<file path="config.mk">
export PLATFORM = sky130hd
export DESIGN_NAME = ov5640_init_sequencer
export DESIGN_NICKNAME = d
export VERILOG_FILES = /design/src/rtl/ov5640_init_pkg.sv /design/src/rtl/init_delay_counter.sv /design/src/rtl/ov5640_init_sequencer.sv
export SDC_FILE = /design/constraint.sdc
export NUM_CORES = 1
export LEC_CHECK = 0
export CORE_UTILIZATION = 55
export CTS_CLUSTER_DIAMETER = 50
export DETAILED_ROUTE_END_ITERATION = 10
export PLACE_DENSITY = 0.94
export SLEW_MARGIN = 10
export SYNTH_ARGS = -nofsm -noshare
export SYNTH_HDL_FRONTEND = slang
export SYNTH_SLANG_ARGS = --single-unit
</file>
<file path="constraint.sdc">
create_clock -name clk -period 6.2 [get_ports clk]
set_input_delay 1.24 -clock clk [delete_from_list [all_inputs] [get_ports clk]]
set_output_delay 1.24 -clock clk [all_outputs]
set_load 0.01 [all_outputs]
</file>
<file path="src/rtl/ov5640_init_pkg.sv">
// Shared definitions for the OV5640 init-table sequencer: FSM states, soft-reset
// detection constants, table entry field positions and the delay-limit helper.
package ov5640_init_pkg;

    typedef enum logic [3:0] {
        ST_IDLE,
        ST_PWRUP,
        ST_FETCH,
        ST_LATCH,
        ST_ISSUE,
        ST_WAIT,
        ST_SETTLE,
        ST_NEXT,
        ST_DONE,
        ST_ERROR
    } init_state_e;

    localparam logic [15:0] SWRST_REG = 16'h3008;
    localparam int          SWRST_BIT = 7;

    localparam int REG_MSB = 23;
    localparam int REG_LSB = 8;
    localparam int DAT_MSB = 7;

    // A delay of 0 cycles behaves like a 1-cycle delay.
    function automatic logic [31:0] delay_last(input logic [31:0] cyc);
        return (cyc == 32'd0) ? 32'd0 : cyc - 32'd1;
    endfunction

endpackage

</file>
<file path="src/rtl/init_delay_counter.sv">
// Shared 32-bit settle-delay counter: load clears, en counts up and stops at limit-1.
// expired_o is combinational from the count; no backpressure.
module init_delay_counter
    import ov5640_init_pkg::*;
(
    input  logic        clk,
    input  logic        reset_n,
    input  logic        load_i,
    input  logic        en_i,
    input  logic [31:0] limit_i,
    output logic        expired_o
);

    logic [31:0] cnt_q;
    logic [31:0] cnt_d;

    assign expired_o = (cnt_q == delay_last(limit_i));

    always_comb begin
        cnt_d = cnt_q;
        if (load_i) begin
            cnt_d = '0;
        end else if (en_i && !expired_o) begin
            cnt_d = cnt_q + 32'd1;
        end
    end

    always_ff @(posedge clk or negedge reset_n) begin
        if (!reset_n) begin
            cnt_q <= '0;
        end else begin
            cnt_q <= cnt_d;
        end
    end

endmodule

</file>
<file path="src/rtl/ov5640_init_sequencer.sv">
// Walks the OV5640 init table and issues one SCCB write per entry, with power-up and
// soft-reset settle delays and bounded NACK retries; waits indefinitely on sccb_done.
module ov5640_init_sequencer
    import ov5640_init_pkg::*;
#(
    parameter int ADDR_WIDTH      = 8,
    parameter int DATA_WIDTH      = 24,
    parameter int INIT_REG_NUM    = 252,
    parameter int PWRUP_DELAY_CYC = 1_000_000,
    parameter int SWRST_DELAY_CYC = 250_000,
    parameter int MAX_RETRY       = 3
) (
    input  logic                  clk,
    input  logic                  reset_n,
    input  logic                  start,
    output logic [ADDR_WIDTH-1:0] table_addr,
    input  logic [DATA_WIDTH-1:0] table_q,
    output logic                  sccb_req,
    output logic [15:0]           sccb_reg_addr,
    output logic [7:0]            sccb_wdata,
    input  logic                  sccb_done,
    input  logic                  sccb_nack,
    output logic                  busy,
    output logic                  init_done,
    output logic                  init_error,
    output logic [ADDR_WIDTH-1:0] progress
);

    localparam int RETRY_W = (MAX_RETRY < 1) ? 1 : $clog2(MAX_RETRY + 1);
    localparam logic [RETRY_W-1:0]    RETRY_MAX = RETRY_W'(MAX_RETRY);
    localparam logic [ADDR_WIDTH-1:0] LAST_IDX  = ADDR_WIDTH'(INIT_REG_NUM - 1);

    init_state_e           state_q, state_d;
    logic [ADDR_WIDTH-1:0] index_q, index_d;
    logic [RETRY_W-1:0]    retry_q, retry_d;
    logic [15:0]           reg_addr_q, reg_addr_d;
    logic [7:0]            wdata_q, wdata_d;

    logic        cnt_load;
    logic        cnt_en;
    logic        cnt_expired;
    logic [31:0] cnt_limit;

    // PWRUP and SETTLE never overlap, so one counter serves both.
    assign cnt_limit = (state_q == ST_SETTLE) ? 32'(SWRST_DELAY_CYC) : 32'(PWRUP_DELAY_CYC);

    init_delay_counter u_delay (
        .clk       (clk),
        .reset_n   (reset_n),
        .load_i    (cnt_load),
        .en_i      (cnt_en),
        .limit_i   (cnt_limit),
        .expired_o (cnt_expired)
    );

    always_comb begin
        state_d    = state_q;
        index_d    = index_q;
        retry_d    = retry_q;
        reg_addr_d = reg_addr_q;
        wdata_d    = wdata_q;
        cnt_load   = 1'b0;
        cnt_en     = 1'b0;

        unique case (state_q)
            ST_IDLE, ST_DONE, ST_ERROR: begin
                if (start) begin
                    state_d  = ST_PWRUP;
                    index_d  = '0;
                    retry_d  = '0;
                    cnt_load = 1'b1;
                end
            end
            ST_PWRUP: begin
                cnt_en = 1'b1;
                if (cnt_expired) begin
                    state_d = ST_FETCH;
                end
            end
            ST_FETCH: state_d = ST_LATCH;
            ST_LATCH: begin
                reg_addr_d = table_q[REG_MSB:REG_LSB];
                wdata_d    = table_q[DAT_MSB:0];
                state_d    = ST_ISSUE;
            end
            ST_ISSUE: state_d = ST_WAIT;
            ST_WAIT: begin
                if (sccb_done) begin
                    if (!sccb_nack) begin
                        if (reg_addr_q == SWRST_REG && wdata_q[SWRST_BIT]) begin
                            state_d  = ST_SETTLE;
                            cnt_load = 1'b1;
                        end else begin
                            state_d = ST_NEXT;
                        end
                    end else if (retry_q < RETRY_MAX) begin
                        // Re-issue from the held registers; the entry is not re-read.
                        retry_d = retry_q + 1'b1;
                        state_d = ST_ISSUE;
                    end else begin
                        state_d = ST_ERROR;
                    end
                end
            end
            ST_SETTLE: begin
                cnt_en = 1'b1;
                if (cnt_expired) begin
                    state_d = ST_NEXT;
                end
            end
            ST_NEXT: begin
                retry_d = '0;
                if (index_q == LAST_IDX) begin
                    state_d = ST_DONE;
                end else begin
                    index_d = index_q + 1'b1;
                    state_d = ST_FETCH;
                end
            end
            default: state_d = ST_IDLE;
        endcase
    end

    always_ff @(posedge clk or negedge reset_n) begin
        if (!reset_n) begin
            state_q    <= ST_IDLE;
            index_q    <= '0;
            retry_q    <= '0;
            reg_addr_q <= '0;
            wdata_q    <= '0;
        end else begin
            state_q    <= state_d;
            index_q    <= index_d;
            retry_q    <= retry_d;
            reg_addr_q <= reg_addr_d;
            wdata_q    <= wdata_d;
        end
    end

    assign sccb_req      = (state_q == ST_ISSUE);
    assign sccb_reg_addr = reg_addr_q;
    assign sccb_wdata    = wdata_q;
    assign table_addr    = index_q;
    assign progress      = index_q;
    assign init_done     = (state_q == ST_DONE);
    assign init_error    = (state_q == ST_ERROR);
    assign busy          = !(state_q == ST_IDLE || state_q == ST_DONE || state_q == ST_ERROR);

endmodule

</file>
; ---- After elaboration in Yosys (flattened, before gate mapping)
; Cells that the tools add are included.
[op_classes]
reduce_logical = 16
muxes = 27
n_div = 0
multipliers = 0
bitwise = 0
order_cmp = 1
shift = 0
eq_ne = 19
add_sub_neg = 4
[op_table]
columns = operator, n
row1 = 2-to-1 mux 32 bit, 3
row2 = adder 32 x 1 -> 32 bit (second input constant), 1
row3 = equality test 32 bit, 1
row4 = zero test 32 bit, 1
row5 = one-hot mux 4 bit (8 select lines), 1
row6 = 2-to-1 mux 4 bit, 7
row7 = subtractor 20 x 1 -> 21 bit (second input constant), 1
row8 = 2-to-1 mux 20 bit, 1
row9 = equality test 16 x 14 -> 1 bit (second input constant), 1
row10 = equality test 4 x 3 -> 1 bit (second input constant), 4
row11 = 2-to-1 mux 8 bit, 2
row12 = one-hot mux 8 bit (2 select lines), 1
row13 = inequality test 2 bit (second input constant), 5
row14 = adder 8 x 1 -> 8 bit (second input constant), 1
row15 = equality test 4 x 2 -> 1 bit (second input constant), 2
row16 = equality test 4 bit (second input constant), 2
row17 = equality test 8 bit (second input constant), 1
row18 = 2-to-1 mux 2 bit, 4
row19 = 2-to-1 mux 1 bit, 6
row20 = one-hot mux 2 bit (3 select lines), 1
row21 = AND reduction 5 bit, 1
row22 = equality test 4 x 1 -> 1 bit (second input constant), 1
row23 = zero test 4 bit, 1
row24 = inequality test 2 x 1 -> 1 bit (second input constant), 2
row25 = 12 further kinds, 16
[totals]
memories = 0
in_bits = 29
register_bits = 70
ram_bits = 0
elab_cells = 73
latchBits = 0
rom_bits = 0

; ---- Depth between registers and ports, before layout
[depth]
depth_word = 9
depth_mapped = 8
depth_no_buf = 6

; ---- Cells and area by module
; From an unflattened synthesis, not the netlist that was laid out.
[unflattened]
cells_unflattened = 630
hier_area_um2 = 5436.5
[by_module_without_submodules]
columns = module, seq_area_each_um2, instances, cells_each, area_each_um2
row1 = init_delay_counter, 800.8, 1, 445, 3458.3
row2 = ov5640_init_sequencer, 950.9, 1, 185, 1978.1

; ---- Worst setup path before layout
; No wires, ideal clock.
[synth_path]
kind = input port to flip-flop
from = input start
to = register u_delay.cnt_q[5]
n_path_buf = 2
path_slack_ns = 3.721
required_ns = 6.134
arrival_ns = 2.413
cell_stages = 6
cell_sequence = and3_1 -> clkbuf_1 -> a21o_1 -> clkbuf_1 -> or4_1 -> nand2_1
[synth_between]
elab_chain_len = 3
word_cells_on_any_way = 4
[synth_lines]
columns = element, line_no
row1 = start: declaration, ov5640_init_sequencer.sv:15  ; input logic start,
row2 = 2-to-1 mux 1 bit (*), ov5640_init_sequencer.sv:67  ; if (start) begin
row3 = one-hot mux 1 bit (2 select lines) (*), ov5640_init_sequencer.sv:65  ; unique case (state_q)
row4 = 2-to-1 mux 32 bit / nonzero test 2 bit (equally long branches), -
row5 = end signal: assignment, init_delay_counter.sv:32  ; cnt_q <= cnt_d;
row6 = end: declaration, init_delay_counter.sv:14  ; logic [31:0] cnt_q;
; Mark *: on every way between the ends. The rest lies on a longest branch, timed or not.
; A chain may end at the register's enable or synchronous reset.

; ---- Final worst setup path
[layout_path]
from = register state_q[2]
to = output sccb_req
[layout_between]
elab_chain_len = 1
[layout_lines]
columns = element, line_no
row1 = start: declaration, ov5640_init_sequencer.sv:33  ; init_state_e state_q, state_d;
row2 = start signal: assignment, ov5640_init_sequencer.sv:132  ; state_q <= state_d;
row3 = equality test 4 x 3 -> 1 bit, ov5640_init_sequencer.sv:140  ; assign sccb_req = (state_q == ST_ISSUE);
row4 = end: declaration, ov5640_init_sequencer.sv:18  ; output logic sccb_req,
; No other way between the ends.

==> results.md <==
- CP Launch Type: flop
- Htree depth: 3
- Avg Cell Area, Syn: 10.2 um^2
- Vias: 2970
- Leak pwr: 1.91 nW
- Placement Rows: 29
- Fin. Hold Viols: 0
- Seq cells post-synth: 70
- Post-DP HPWL: 5590 um
- Worst Setup Path Type: reg -> out
- DRC: 0
- Outcome: finished, final reports clean
- Initial Util: 56.8%
- Layout Nets: 447
- Filler cell count: 432
- # diodes: 0
- I/O pin cnt: 73
- Die H: 82.7 um
- Number of global-route vias before repair: 3020
- Required time of the critical path: 4960 ps
- Overflow after GRT: 0
- Post-synth EDFFs: 0
- Share of cells above drive strength 1: 12.4%
- Hold-fix buffers at CTS: 0
- Final Critical Period: 3330 ps
- First-pass GRT wire length: 14200 um
- Setup repair bufs after CTS: 0
- Total wire length: 8410 um
- Period utilisation layout: 53.6%
- Netlist cell types: 49
- Synth Net Count: 382
- Tightest Pin Transition: 1200 ps
- Syn-to-layout area delta: 25.7%
- Routability cong.: 0.878
- Pins over their slew limit: 0
- Async SR Flop Fraction: 100%
- Synthesized area: 3580 um^2
- Clock Skew: 3.50 ps
- Maximum clock path buffer count: 2
- YS warnings: 0
- Yosys top cell by area: dfrtp_1
- TritonCTS clock tree: done
- Area share of the largest cell type after synthesis: 48.9%
- Final setup fails: 0
- Cts bufs inserted: 9
- Largest net degree at the start of global routing: 71
- Core ar.: 6310 um^2
- Highest Clock Rate: 301 MHz
- Initial antenna violation count: 0
- Most area-consuming cells after synthesis: dfrtp_1 49%, mux2_2 7.9%, xor2_1 5.6%
- DIE WIDTH: 82.7 um
- Hold WC Path Type: reg -> reg
- Fin Setup TNS: 0 ps
- DRC marker count from the first detailed-route iteration: 234
- CP max FO: 13
- Overall Global Routing Usage: 28.2%
- Worst-Skew Late Latency: 350 ps
- Top FF cell, synth: dfrtp_1
- Root buffer cell: clkbuf_8
- Critical path arrival: 2090 ps
- RSZ-0062 raised after global routing: false
- Fin Hold WS: 501 ps
- Critical Path Sink Type: output port
- Register area share after synthesis: 48.9%
- Clock-pin slew on the worst setup and hold paths: 70 ps
- First-pass iteration count of the detailed router: 4
- Cells after synthesis: 350
- PostCTS Resize Cnt: 0
- Max VDD drop: 0.300 mV
- Die area: 6840 um^2
- Power per cell area: 393 nW/um^2
- CTS sink count: 70
- WL per Instance: 16.9 um
- ANT nets after route: 0
- Vias per Instance: 5.98
- Port bufs: 72
- Max Cap Viol: 0
- Slew margin rel.: 19.5%
Yosys cell counts (5+ instances only):
| cell | number |
|---|---|
| inv_1 | 5 |
| nor3_1 | 7 |
| and3_1 | 8 |
| nand3_1 | 19 |
| buf_4 | 9 |
| clkbuf_1 | 8 |
| nor2_1 | 39 |
| nand4_1 | 16 |
| dfrtp_1 | 70 |
| nand2_1 | 24 |
| nor4_1 | 7 |
| buf_2 | 5 |
| xnor2_1 | 6 |
| a21oi_1 | 9 |
| xor2_1 | 23 |
| o21ai_0 | 9 |
| mux2_2 | 25 |
cells in the final DEF, fill, tap and decap left out, types with 3 or more instances in the layout:
master	instances
nor2_1	39
nand2b_1	3
and3_1	8
clkdlybuf4s50_1	71
xor2_1	23
ha_1	3
inv_1	5
xnor2_1	6
dfrtp_1	70
o211ai_1	4
and2_1	3
nor4_1	7
nand4_1	16
nand2_1	24
a21oi_1	9
mux2_2	25
or4_1	3
or3_1	4
nor3_1	6
buf_4	5
clkbuf_8	11
nand3_1	19
nor4b_1	3
o21ai_0	9
nor4bb_1	4
a211oi_1	3
clkinv_2	3
metal layers:
layer	track usage, %	up-vias	share of wire (%)
met3	6.48	19	6.7
li1	-	1383	-
met2	48.5	126	52
met5	0	-	0
met4	11.6	0	1.7
met1	33.8	1442	40
state kept, by name (all words and copies together) (netlist names):
register,flops
progress,8
u_delay.cnt_q,32
sccb_wdata,8
sccb_reg_addr,16
state_q,4
retry_q,2
area by class of cell:
type	count	area [um^2]	area share [%]
repair buffers	77	753	16.7
clock inverters	4	45.0	1.00
multi-input cells	252	1690	37.4
flip-flops and latches	70	1750	38.9
well taps	77	96.3	2.14
inverters	5	18.8	0.417
clock buffers	12	155	3.44
cell families after synthesis:
group	count (synthesis)	synth area share (%)
DFF	70	48.9
and+or+nand+nor	153	23.2
adders and majority gates	3	1.05
muxes	25	7.85
AOI/OAI and AO/OA	42	7.71
buffers and inverters	28	4.26
xor gates and xnor gates	29	7.09
worst max-delay path, stage by stage, from the launching register on:
cell and delay, ps:
dfrtp_1 570, or3b_2 500, nor2_1 110, clkdlybuf4s50_1 550
report_power, final:
| group | switching [W] | internal (W) |
|---|---|---|
| clock | 0.000169 | 0.000206 |
| sequential | 0.000137 | 0.000581 |
| combinational | 0.000299 | 0.000379 |
through the flow:
step	utilization, %	setup WS (ps)	power, W	cells	instance area, um^2
after floorplan	-	3720	0.00109	350	3580
after global placement	68.2	2980	0.00136	481	4310
after detailed placement	68.2	2950	0.00139	481	4310
after CTS	71.4	2850	0.00178	497	4510
after global routing	71.4	2730	0.00187	497	4510
final	71.4	2870	0.00177	497	4510
worst paths after layout:
| kind | start | to | slack (ps) | cells after the start |
|---|---|---|---|---|
| setup / recovery | state_q[2] | sccb_req | 2870 | 3 |
| hold / removal | u_delay.cnt_q[31] | u_delay.cnt_q[31] | 500 | 1 |
| setup reg to reg | state_q[3] | state_q[0] | 3350 | 5 |
| hold reg to reg | u_delay.cnt_q[31] | u_delay.cnt_q[31] | 500 | 1 |
| max in group asynchronous | reset_n | u_delay.cnt_q[25] | 4560 | 2 |
| min in group asynchronous | reset_n | u_delay.cnt_q[17] | 1060 | 2 |
(Power assumes the default switching activity.)
